File: config.mk
export PLATFORM = sky130hd
export DESIGN_NAME = canonical_row_streamer_flat
export DESIGN_NICKNAME = d
export VERILOG_FILES = /design/src/rtl/canonical_row_streamer_pkg.sv /design/src/rtl/canonical_row_streamer_if.sv /design/src/rtl/canonical_row_streamer_out_capture.sv /design/src/rtl/canonical_row_streamer.sv /design/src/flat_wrapper.sv
export SDC_FILE = /design/constraint.sdc
export NUM_CORES = 1
export LEC_CHECK = 0
export BUFFER_PORTS_ARGS = -buffer_cell sky130_fd_sc_hd__buf_2
export CAP_MARGIN = 40
export CORE_ASPECT_RATIO = 1.75
export CORE_MARGIN = 3
export CORE_UTILIZATION = 35
export CTS_BUF_LIST = sky130_fd_sc_hd__clkbuf_2
export DETAILED_ROUTE_END_ITERATION = 16
export PLACE_DENSITY = 0.68
export SLEW_MARGIN = 0
export SYNTH_ARGS = -nofsm -noshare
export SYNTH_HDL_FRONTEND = slang
export SYNTH_HIERARCHICAL = 1
export SYNTH_SLANG_ARGS = --single-unit
File: constraint.sdc
create_clock -name clk -period 3.1 [get_ports clk]
set_input_delay 0.93 -clock clk [delete_from_list [all_inputs] [get_ports clk]]
set_output_delay 0.93 -clock clk [all_outputs]
set_load 0.01 [all_outputs]
File: src/rtl/canonical_row_streamer_pkg.sv
// rtl/canonical_row_streamer_pkg.sv - shared types for the canonical-form row streamer
package canonical_pkg;

   typedef logic [1:0] pauli_t;

   localparam pauli_t PAULI_I = 2'd0;
   localparam pauli_t PAULI_Z = 2'd1;
   localparam pauli_t PAULI_X = 2'd2;
   localparam pauli_t PAULI_Y = 2'd3;

   // Cells 0..num_qubit-1 are X-block, the rest Z-block.
   localparam logic X_BLOCK = 1'b0;
   localparam logic Z_BLOCK = 1'b1;

   typedef enum logic [2:0] {
      ST_IDLE,
      ST_FEED,
      ST_FLUSH,
      ST_DRAIN_CR,
      ST_SHIFT
   } state_t;

endpackage

File: src/rtl/canonical_row_streamer_if.sv
// rtl/canonical_row_streamer_if.sv - row, chain and result bundle of the canonical row streamer
interface canonical_row_streamer_if
   import canonical_pkg::*;
#(
   parameter int num_qubit  = 4,
   parameter int max_vector = 2**num_qubit,
   parameter int rank_w     = $clog2(num_qubit+1)
);
   logic                        start;
   logic                        busy;
   logic                        done;
   logic [rank_w-1:0]           rank;

   logic                        in_valid;
   logic                        in_ready;
   pauli_t [num_qubit-1:0]      row_in_literal;
   logic [max_vector-1:0]       row_in_phase;

   logic                        chain_ld;
   logic                        chain_second_CR;
   logic                        chain_second_stage;
   pauli_t [num_qubit-1:0]      chain_literal_out;
   logic [max_vector-1:0]       chain_phase_out;
   logic                        chain_flag_out;
   pauli_t [num_qubit-1:0]      chain_literal_in;
   logic [max_vector-1:0]       chain_phase_in;
   logic                        chain_flag_in;

   logic                        out_valid;
   pauli_t [num_qubit-1:0]      out_literal;
   logic [max_vector-1:0]       out_phase;
   logic                        out_residual;

   modport master (
      output start, in_valid, row_in_literal, row_in_phase,
             chain_literal_in, chain_phase_in, chain_flag_in,
      input  busy, done, rank, in_ready,
             chain_ld, chain_second_CR, chain_second_stage,
             chain_literal_out, chain_phase_out, chain_flag_out,
             out_valid, out_literal, out_phase, out_residual
   );

   modport slave (
      input  start, in_valid, row_in_literal, row_in_phase,
             chain_literal_in, chain_phase_in, chain_flag_in,
      output busy, done, rank, in_ready,
             chain_ld, chain_second_CR, chain_second_stage,
             chain_literal_out, chain_phase_out, chain_flag_out,
             out_valid, out_literal, out_phase, out_residual
   );

endinterface

File: src/rtl/canonical_row_streamer_out_capture.sv
// rtl/canonical_row_streamer_out_capture.sv - tail-row sampling, residual tagging, rank counter
// Rank counting is present only when CANONICAL_RANK_EN is defined.
module canonical_out_capture
   import canonical_pkg::*;
#(
   parameter int num_qubit  = 4,
   parameter int max_vector = 2**num_qubit,
   parameter int rank_w     = $clog2(num_qubit+1)
)(
   input  logic                   clk,
   input  logic                   rst_new,
   input  logic                   sample,
   input  logic                   residual,
   input  pauli_t [num_qubit-1:0] tail_literal,
   input  logic [max_vector-1:0]  tail_phase,
   output logic                   out_valid,
   output pauli_t [num_qubit-1:0] out_literal,
   output logic [max_vector-1:0]  out_phase,
   output logic                   out_residual,
   output logic [rank_w-1:0]      rank
`ifdef CANONICAL_RANK_EN
   ,
   input  logic                   rank_clear
`endif
);

   logic                   valid_q, valid_d;
   pauli_t [num_qubit-1:0] literal_q, literal_d;
   logic [max_vector-1:0]  phase_q, phase_d;
   logic                   residual_q, residual_d;

   always_comb begin
      valid_d    = sample;
      literal_d  = literal_q;
      phase_d    = phase_q;
      residual_d = residual_q;
      if (sample) begin
         literal_d  = tail_literal;
         phase_d    = tail_phase;
         residual_d = residual;
      end
   end

   always_ff @(posedge clk or posedge rst_new) begin
      if (rst_new) begin
         valid_q    <= 1'b0;
         literal_q  <= '0;
         phase_q    <= '0;
         residual_q <= 1'b0;
      end else begin
         valid_q    <= valid_d;
         literal_q  <= literal_d;
         phase_q    <= phase_d;
         residual_q <= residual_d;
      end
   end

   assign out_valid    = valid_q;
   assign out_literal  = literal_q;
   assign out_phase    = phase_q;
   assign out_residual = residual_q;

`ifdef CANONICAL_RANK_EN
   logic [rank_w-1:0] rank_q, rank_d;

   always_comb begin
      rank_d = rank_q;
      if (rank_clear)
         rank_d = '0;
      else if (sample && !residual)
         rank_d = rank_q + 1'b1;
   end

   always_ff @(posedge clk or posedge rst_new) begin
      if (rst_new)
         rank_q <= '0;
      else
         rank_q <= rank_d;
   end

   assign rank = rank_q;
`else
   assign rank = '0;
`endif

endmodule

File: src/rtl/canonical_row_streamer.sv
// rtl/canonical_row_streamer.sv - sequencer feeding, flushing and draining the canonical reduction chain
// Optional rank counter enabled by CANONICAL_RANK_EN.
module canonical_row_streamer
   import canonical_pkg::*;
#(
   parameter int num_qubit  = 4,
   parameter int max_vector = 2**num_qubit,
   parameter int num_cells  = 2*num_qubit
)(
   input  logic                   clk,
   input  logic                   rst_new,
   canonical_row_streamer_if.slave bus
);

   localparam int CNT_W  = $clog2(num_cells+1);
   localparam int RANK_W = $clog2(num_qubit+1);
   localparam logic [CNT_W-1:0] LAST_FEED = CNT_W'(num_qubit-1);
   localparam logic [CNT_W-1:0] LAST_CELL = CNT_W'(num_cells-1);

   state_t           state_q, state_d;
   logic [CNT_W-1:0] cnt_q, cnt_d;
   logic             busy_q, busy_d;
   logic             done_q, done_d;
   logic             accept;
   logic             capture_residual;

   assign accept           = (state_q == ST_FEED) && bus.in_valid;
   assign capture_residual = (state_q == ST_FEED) || (state_q == ST_FLUSH);

   // Chain controls are combinational so a stalled FEED cycle keeps ld low on the same edge.
   always_comb begin
      state_d                = state_q;
      cnt_d                  = cnt_q;
      done_d                 = 1'b0;
      bus.in_ready           = (state_q == ST_FEED);
      bus.chain_ld           = 1'b0;
      bus.chain_second_CR    = 1'b0;
      bus.chain_second_stage = 1'b0;
      bus.chain_literal_out  = {num_qubit{PAULI_I}};
      bus.chain_phase_out    = '0;
      bus.chain_flag_out     = 1'b0;
      case (state_q)
         ST_IDLE: begin
            if (bus.start) begin
               state_d = ST_FEED;
               cnt_d   = '0;
            end
         end
         ST_FEED: begin
            bus.chain_ld = accept;
            if (accept) begin
               bus.chain_literal_out = bus.row_in_literal;
               bus.chain_phase_out   = bus.row_in_phase;
               bus.chain_flag_out    = 1'b1;
               cnt_d                 = cnt_q + 1'b1;
               if (cnt_q == LAST_FEED) begin
                  state_d = ST_FLUSH;
                  cnt_d   = '0;
               end
            end
         end
         ST_FLUSH: begin
            bus.chain_ld = 1'b1;
            cnt_d        = cnt_q + 1'b1;
            if (cnt_q == LAST_CELL) begin
               state_d = ST_DRAIN_CR;
               cnt_d   = '0;
            end
         end
         ST_DRAIN_CR: begin
            bus.chain_ld        = 1'b1;
            bus.chain_second_CR = 1'b1;
            state_d             = ST_SHIFT;
            cnt_d               = '0;
         end
         ST_SHIFT: begin
            bus.chain_ld           = 1'b1;
            bus.chain_second_stage = 1'b1;
            cnt_d                  = cnt_q + 1'b1;
            if (cnt_q == LAST_CELL) begin
               state_d = ST_IDLE;
               cnt_d   = '0;
               done_d  = 1'b1;
            end
         end
         default: begin
            state_d = ST_IDLE;
            cnt_d   = '0;
         end
      endcase
      busy_d = (state_d != ST_IDLE);
   end

   always_ff @(posedge clk or posedge rst_new) begin
      if (rst_new) begin
         state_q <= ST_IDLE;
         cnt_q   <= '0;
         busy_q  <= 1'b0;
         done_q  <= 1'b0;
      end else begin
         state_q <= state_d;
         cnt_q   <= cnt_d;
         busy_q  <= busy_d;
         done_q  <= done_d;
      end
   end

   assign bus.busy = busy_q;
   assign bus.done = done_q;

`ifdef CANONICAL_RANK_EN
   logic start_accept;
   assign start_accept = (state_q == ST_IDLE) && bus.start;
`endif

   canonical_out_capture #(
      .num_qubit  (num_qubit),
      .max_vector (max_vector),
      .rank_w     (RANK_W)
   ) u_capture (
      .clk          (clk),
      .rst_new      (rst_new),
      .sample       (bus.chain_ld && bus.chain_flag_in),
      .residual     (capture_residual),
      .tail_literal (bus.chain_literal_in),
      .tail_phase   (bus.chain_phase_in),
      .out_valid    (bus.out_valid),
      .out_literal  (bus.out_literal),
      .out_phase    (bus.out_phase),
      .out_residual (bus.out_residual),
      .rank         (bus.rank)
`ifdef CANONICAL_RANK_EN
      ,
      .rank_clear   (start_accept)
`endif
   );

endmodule

File: src/flat_wrapper.sv
// flat-port wrapper written by rule: the top's interface ports become plain ports
module canonical_row_streamer_flat import canonical_pkg::*;
#(
   parameter int num_qubit  = 4,
   parameter int max_vector = 2**num_qubit,
   parameter int num_cells  = 2*num_qubit
)
  (clk, rst_new, bus_start, bus_in_valid, bus_row_in_literal, bus_row_in_phase, bus_chain_literal_in, bus_chain_phase_in, bus_chain_flag_in, bus_busy, bus_done, bus_rank, bus_in_ready, bus_chain_ld, bus_chain_second_CR, bus_chain_second_stage, bus_chain_literal_out, bus_chain_phase_out, bus_chain_flag_out, bus_out_valid, bus_out_literal, bus_out_phase, bus_out_residual);
  canonical_row_streamer_if #(.num_qubit(num_qubit), .max_vector(max_vector)) bus_i ();
  input  logic clk;
  input  logic rst_new;
  input wire logic [$bits(bus_i.start)-1:0] bus_start;
  input wire logic [$bits(bus_i.in_valid)-1:0] bus_in_valid;
  input wire logic [$bits(bus_i.row_in_literal)-1:0] bus_row_in_literal;
  input wire logic [$bits(bus_i.row_in_phase)-1:0] bus_row_in_phase;
  input wire logic [$bits(bus_i.chain_literal_in)-1:0] bus_chain_literal_in;
  input wire logic [$bits(bus_i.chain_phase_in)-1:0] bus_chain_phase_in;
  input wire logic [$bits(bus_i.chain_flag_in)-1:0] bus_chain_flag_in;
  output wire logic [$bits(bus_i.busy)-1:0] bus_busy;
  output wire logic [$bits(bus_i.done)-1:0] bus_done;
  output wire logic [$bits(bus_i.rank)-1:0] bus_rank;
  output wire logic [$bits(bus_i.in_ready)-1:0] bus_in_ready;
  output wire logic [$bits(bus_i.chain_ld)-1:0] bus_chain_ld;
  output wire logic [$bits(bus_i.chain_second_CR)-1:0] bus_chain_second_CR;
  output wire logic [$bits(bus_i.chain_second_stage)-1:0] bus_chain_second_stage;
  output wire logic [$bits(bus_i.chain_literal_out)-1:0] bus_chain_literal_out;
  output wire logic [$bits(bus_i.chain_phase_out)-1:0] bus_chain_phase_out;
  output wire logic [$bits(bus_i.chain_flag_out)-1:0] bus_chain_flag_out;
  output wire logic [$bits(bus_i.out_valid)-1:0] bus_out_valid;
  output wire logic [$bits(bus_i.out_literal)-1:0] bus_out_literal;
  output wire logic [$bits(bus_i.out_phase)-1:0] bus_out_phase;
  output wire logic [$bits(bus_i.out_residual)-1:0] bus_out_residual;
  assign bus_i.start = bus_start;
  assign bus_i.in_valid = bus_in_valid;
  assign bus_i.row_in_literal = bus_row_in_literal;
  assign bus_i.row_in_phase = bus_row_in_phase;
  assign bus_i.chain_literal_in = bus_chain_literal_in;
  assign bus_i.chain_phase_in = bus_chain_phase_in;
  assign bus_i.chain_flag_in = bus_chain_flag_in;
  assign bus_busy = bus_i.busy;
  assign bus_done = bus_i.done;
  assign bus_rank = bus_i.rank;
  assign bus_in_ready = bus_i.in_ready;
  assign bus_chain_ld = bus_i.chain_ld;
  assign bus_chain_second_CR = bus_i.chain_second_CR;
  assign bus_chain_second_stage = bus_i.chain_second_stage;
  assign bus_chain_literal_out = bus_i.chain_literal_out;
  assign bus_chain_phase_out = bus_i.chain_phase_out;
  assign bus_chain_flag_out = bus_i.chain_flag_out;
  assign bus_out_valid = bus_i.out_valid;
  assign bus_out_literal = bus_i.out_literal;
  assign bus_out_phase = bus_i.out_phase;
  assign bus_out_residual = bus_i.out_residual;
  canonical_row_streamer #(.num_qubit(num_qubit), .max_vector(max_vector), .num_cells(num_cells)) u_core (.clk(clk), .rst_new(rst_new), .bus(bus_i));
endmodule
Word level (Yosys, flattened, before mapping):

Index checks and enable logic that the tools add are counted.
Widths: inputs -> output; s select.

* bits in registers: 35
* bits in latches: 0
* RAM bits: 0
* memory bits (read-only): 0
* input port bits: 53
* output and inout port bits: 60
* word-level logic and storage cells: 50
* memories: 0

* add/subtract/negate cells: 1
* $mul: 0
* div/mod/pow operators: 0
* order comparisons: 0
* equality and inequality tests: 8
* shifts and indexed selects: 0
* multiplexer cells: 22
* bitwise gates (word level): 0
* reduce and logical (&&, ||, !) cells: 8

Operator list (number)
* $mux 16: 2
* $mux 4: 4
* $mux 8: 2
* $mux 3: 5
* $pmux 3 s5: 1
* $pmux 4 s3: 1
* $eq 3x2->1 const B: 2
* $mux 1: 6
* $add 4x1->4 const B: 1
* $eq 4x2->1 const B: 1
* $eq 4x3->1 const B: 1
* $eq 3x1->1 const B: 1
* $eq 3x3->1 const B: 1
* $logic_not 3->1: 1
* $reduce_bool 3->1: 1
* $reduce_or 3->1: 1
* $logic_and 1x1->1: 2
* $ne 2x1->1 const B: 1
* $ne 2x2->1 const B: 1
* $pmux 1 s2: 1
* $reduce_and 2->1: 1
* $reduce_or 2->1: 1
* $logic_or 1x1->1: 1

Logic depth before layout (Yosys ltp):

* depth in word-level cells: 5
* gate-level depth with buffers: 8
* mapped depth without buffers: 5

Modules after synthesis:

The synthesis kept the hierarchy.

By module, submodules not included
* canonical_out_capture: times used 1, cells each 59, area each 1088.5 um2, sequential area each 650.6 um2
* canonical_row_streamer: times used 1, cells each 89, area each 723.2 um2, sequential area each 225.2 um2

Least setup slack after synthesis:

Ideal clock, no wire load.

* kind: in2out
* start point: input bus_in_valid
* end point: output bus_chain_phase_out[10]
* data arrival time: 1.321 ns
* required time: 2.170 ns
* path slack: 0.849 ns
* stages: 2
* buffers on the path: 1
* cell sequence: clkbuf_1 -> and3_1

* longest elaborated chain between the ends: 3

Ends and longest elaborated chain
* start, declared: line flat_wrapper.sv:13 `input wire logic [$bits(bus_i.in_valid)-1:0] bus_in_valid;`
* $logic_and 1x1->1: line canonical_row_streamer.sv:27 `assign accept = (state_q == ST_FEED) && bus.in_valid;`
* $mux 16: line canonical_row_streamer.sv:51 `if (accept) begin`
* $mux 16: line canonical_row_streamer.sv:42 `case (state_q)`
* end, declared: line flat_wrapper.sv:27 `output wire logic [$bits(bus_i.chain_phase_out)-1:0] bus_chain_phase_out;`

Every way passes these cells.

Final worst setup path:

* start point: register u_core.state_q[1]
* end point: output bus_chain_phase_out[4]

* longest elaborated chain between the ends: 4

Ends and longest elaborated chain
* start, declared: line canonical_row_streamer.sv:20 `state_t state_q, state_d;`
* start signal, assigned: line canonical_row_streamer.sv:101 `state_q <= state_d;`
* $eq 3x1->1 *: line canonical_row_streamer.sv:27, canonical_row_streamer.sv:42
* $logic_and 1x1->1: line canonical_row_streamer.sv:27
* $mux 16: line canonical_row_streamer.sv:51
* $mux 16 *: line canonical_row_streamer.sv:42

Mark *: on every way between the ends. The rest lies on a longest branch, timed or not.

==> results.ini <==
[logic_synthesis]
yosys_register_bits=35
syn-mean-instance-area_um2=12.2
netlist-cell-type-count=35
yosysSeqAreaShare_pct=48.3
synth.cell_area_um2=1810
total_of_warnings_raised_by_yosys=6
number_of_enable_flip_flop_cells_after_synthesis=0
synth_cells=148
ys.flop_type=dfrtp_1
ys_async_sr_fraction_pct=100

[clocking]
worstSkewPairLatency_ns=0.36
cts.sinks=35
clockRootBuffer=clkbuf_2
cts_resized=0
ctsHoldBuffers=0
clock_path_buffers=2
h_tree_depth=2
numCtsBuffers=5
tritoncts=yes
worst_setup_hold_path_clk_slew_ns=0.19
post_cts.repair.setup_buffers=0

[detailed_routing]
iter_0_drt_violations=57
drt-total-wl_um=4190
dr_total_vias=1501
vias_per_cell=4.81
drt_first_pass_iters=3
drt_drc_violations_left=0
post_drt_wl_per_cell_um=13.4
antenna_left=0

[timing]
layout_worst_path_cycle_share_pct=94.1
rsz0062_at_grt=false
final_min_period_ns=2.92
finalSetupViolCount=0
worstMarginPinSlew_ns=0.755
final_max_slew_viol_count=0
setup_tns_ns=0
hold_viol=0
max-slew-margin-rel_pct=49.6
max_freq_mhz=343
fin_worst_skew_ns=0.0183

[critical_path]
timing.critical_path.from_type=register
crit_type=register to output port
r2r_start=u_core/state_q[2]
timing.reg2reg.worst_path_depth=6
rr_endpoint=u_core/u_capture/out_phase[2]
critPathMaxFanout=27
setup.worst_path.end_class=output port
worstPathRequired_ns=2.17
arrival_ns=1.99
family_of_cells_with_the_greatest_summed_delay_on_the_critical_path=simple AND/OR/NAND/NOR gates
setup_slack_reg_to_reg_ns=0.83
timing.critical_path.buf_inv=1
cpPeakStageDelay_ns=0.68
cp_slowest_cell=nor3b_4
cp_cell_sequence=nor3b_4 -> and3_1 -> buf_2

[layout]
mostFrequentLayoutCells=109 x buf_2, 35 x dfrtp_1, 25 x and3_1
multi_input_gate_area_um2=813
num-nets-final=311
ff_latch_area_um2=876
insertedDiodeCount=0
commonest_non_fill_non_tap_cell_in_the_layout=buf_2
area.growth.synth_to_final_pct=34.6
drive_above_1_share_pct=57.8
count_of_filler_cells_inserted_in_the_layout=461

[global_routing]
grt_pass1_vias=1461
grtUsageMet3_pct=3.32
antenna_violations_before_repair=0
grt_first_pass_wirelength_um=6380
globalRouteOverflowTotal=0
global_route_usage_over_all_layers_pct=13.8
met2_usage_pct=25.4
pin_count_of_the_biggest_net_entering_global_routing=28
top_usage_layer=met2
grt_use_met1_pct=14.8

[die]
die_y_um=101
fp.dieArea_um2=6110
ioPinCount=113
dieWidth_um=60.4
coreArea_um2=4980
effective_utilization_at_floorplan_pct=36.4
row_count=34

[power]
cellLeakagePower_nw=1.42
worst_ir_drop_vdd_v=0.000548
pwr_per_cell_area_nw_per_um2=869
totalPowerFinal_mw=2.12

[placed_design]
dp.final_hpwl_um=3310
gp_routability_congestion=0.778
buffer_ports.inserted=109

[worst_hold_path]
type_of_the_most_critical_hold_path=primary input to asynchronous set/reset pin

[run]
timing.max_cap.violations=0

[status]
outcome=completed

## stage by stage
stage	cell area [um2]	worst slack, ns	hold slack (ns)	instances	util [%]
final	2440	0.184	0.503	312	49.0
after detailed placement	2370	0.441	0.487	304	47.7
after global placement	2350	0.473	0.487	303	47.2
after floorplan	1820	0.849	0.476	150	-
after CTS	2440	0.191	0.484	312	49.0
after global routing	2440	0.0127	0.497	312	49.0
## registers in the layout (all words and copies together) (netlist names)
signal and flops:
u_core/bus.done 1, u_core/cnt_q 4, u_core/u_capture/out_literal 8, u_core/u_capture/out_phase 16, u_core/state_q 3, u_core/u_capture/out_residual 1, u_core/bus.busy 1, u_core/u_capture/out_valid 1
## cell usage after synthesis, types with 2 or more instances
cell	count	share of area, %
a211o_1	2	0.97
a21oi_1	4	1.1
and2_1	2	0.69
and3_1	25	8.6
buf_12	2	2.2
buf_2	3	0.83
buf_4	3	1.2
clkbuf_1	3	0.62
dfrtp_1	35	48
inv_1	8	1.7
mux2_2	5	3.1
mux2_4	20	17
nand2_1	6	1.2
nand2b_1	3	1.0
nor2_1	4	0.83
nor3_1	2	0.55
o21ai_0	3	0.83
## layout make-up
type	count	area share [%]
clock buffers	5	1.03
clock inverters	3	1.59
inverters	8	1.23
multi-input cells	95	33.4
flip-flops and latches	35	35.9
well taps	54	2.77
repair buffers	112	24.1
## worst register-to-register path, stage by stage, from the launching register on
cell and delay (ns):
dfrtp_1 0.57, inv_1 0.12, or3_1 0.44, o21ai_0 0.13, and2_1 0.15, buf_4 0.38
mux2_2 0.40
## power breakdown
group          leakage [nW]  switching, mW  internal, mW
Combinational         0.960          0.484         0.566
Clock                0.0404          0.150         0.133
Sequential            0.418          0.126         0.661
## how the worst max path moves through the flow
stage | to | start | cells past startpoint
after floorplan | bus_chain_phase_out[10] | bus_in_valid | 2
after global placement | bus_chain_ld | bus_in_valid | 4
after detailed placement | bus_chain_ld | bus_in_valid | 4
after CTS | bus_chain_phase_out[10] | u_core/state_q[1] | 3
after global routing | bus_chain_phase_out[4] | u_core/state_q[2] | 3
final | bus_chain_phase_out[4] | u_core/state_q[1] | 3
## routing by layer
layer  vias up  share of wire (%)
met4         0                1.4
met5         -                  0
li1        727                  -
met3         5                 11
met1       671                 37
met2        98                 51
## cell families (layout without fill, tap and decap cells)
family / Yosys count / count (layout) / synth area share, %
simple gates: 50 / 50 / 16.8
flops: 35 / 35 / 48.3
mux: 26 / 26 / 20.2
buf+inv: 20 / 128 / 7.18
compound gates: 14 / 14 / 6.08
fa+ha+maj: 1 / 1 / 0.690
other cells: 1 / 3 / 0.207
xor+xnor: 1 / 1 / 0.484
Note: power is estimated with default switching activity, not from simulation.
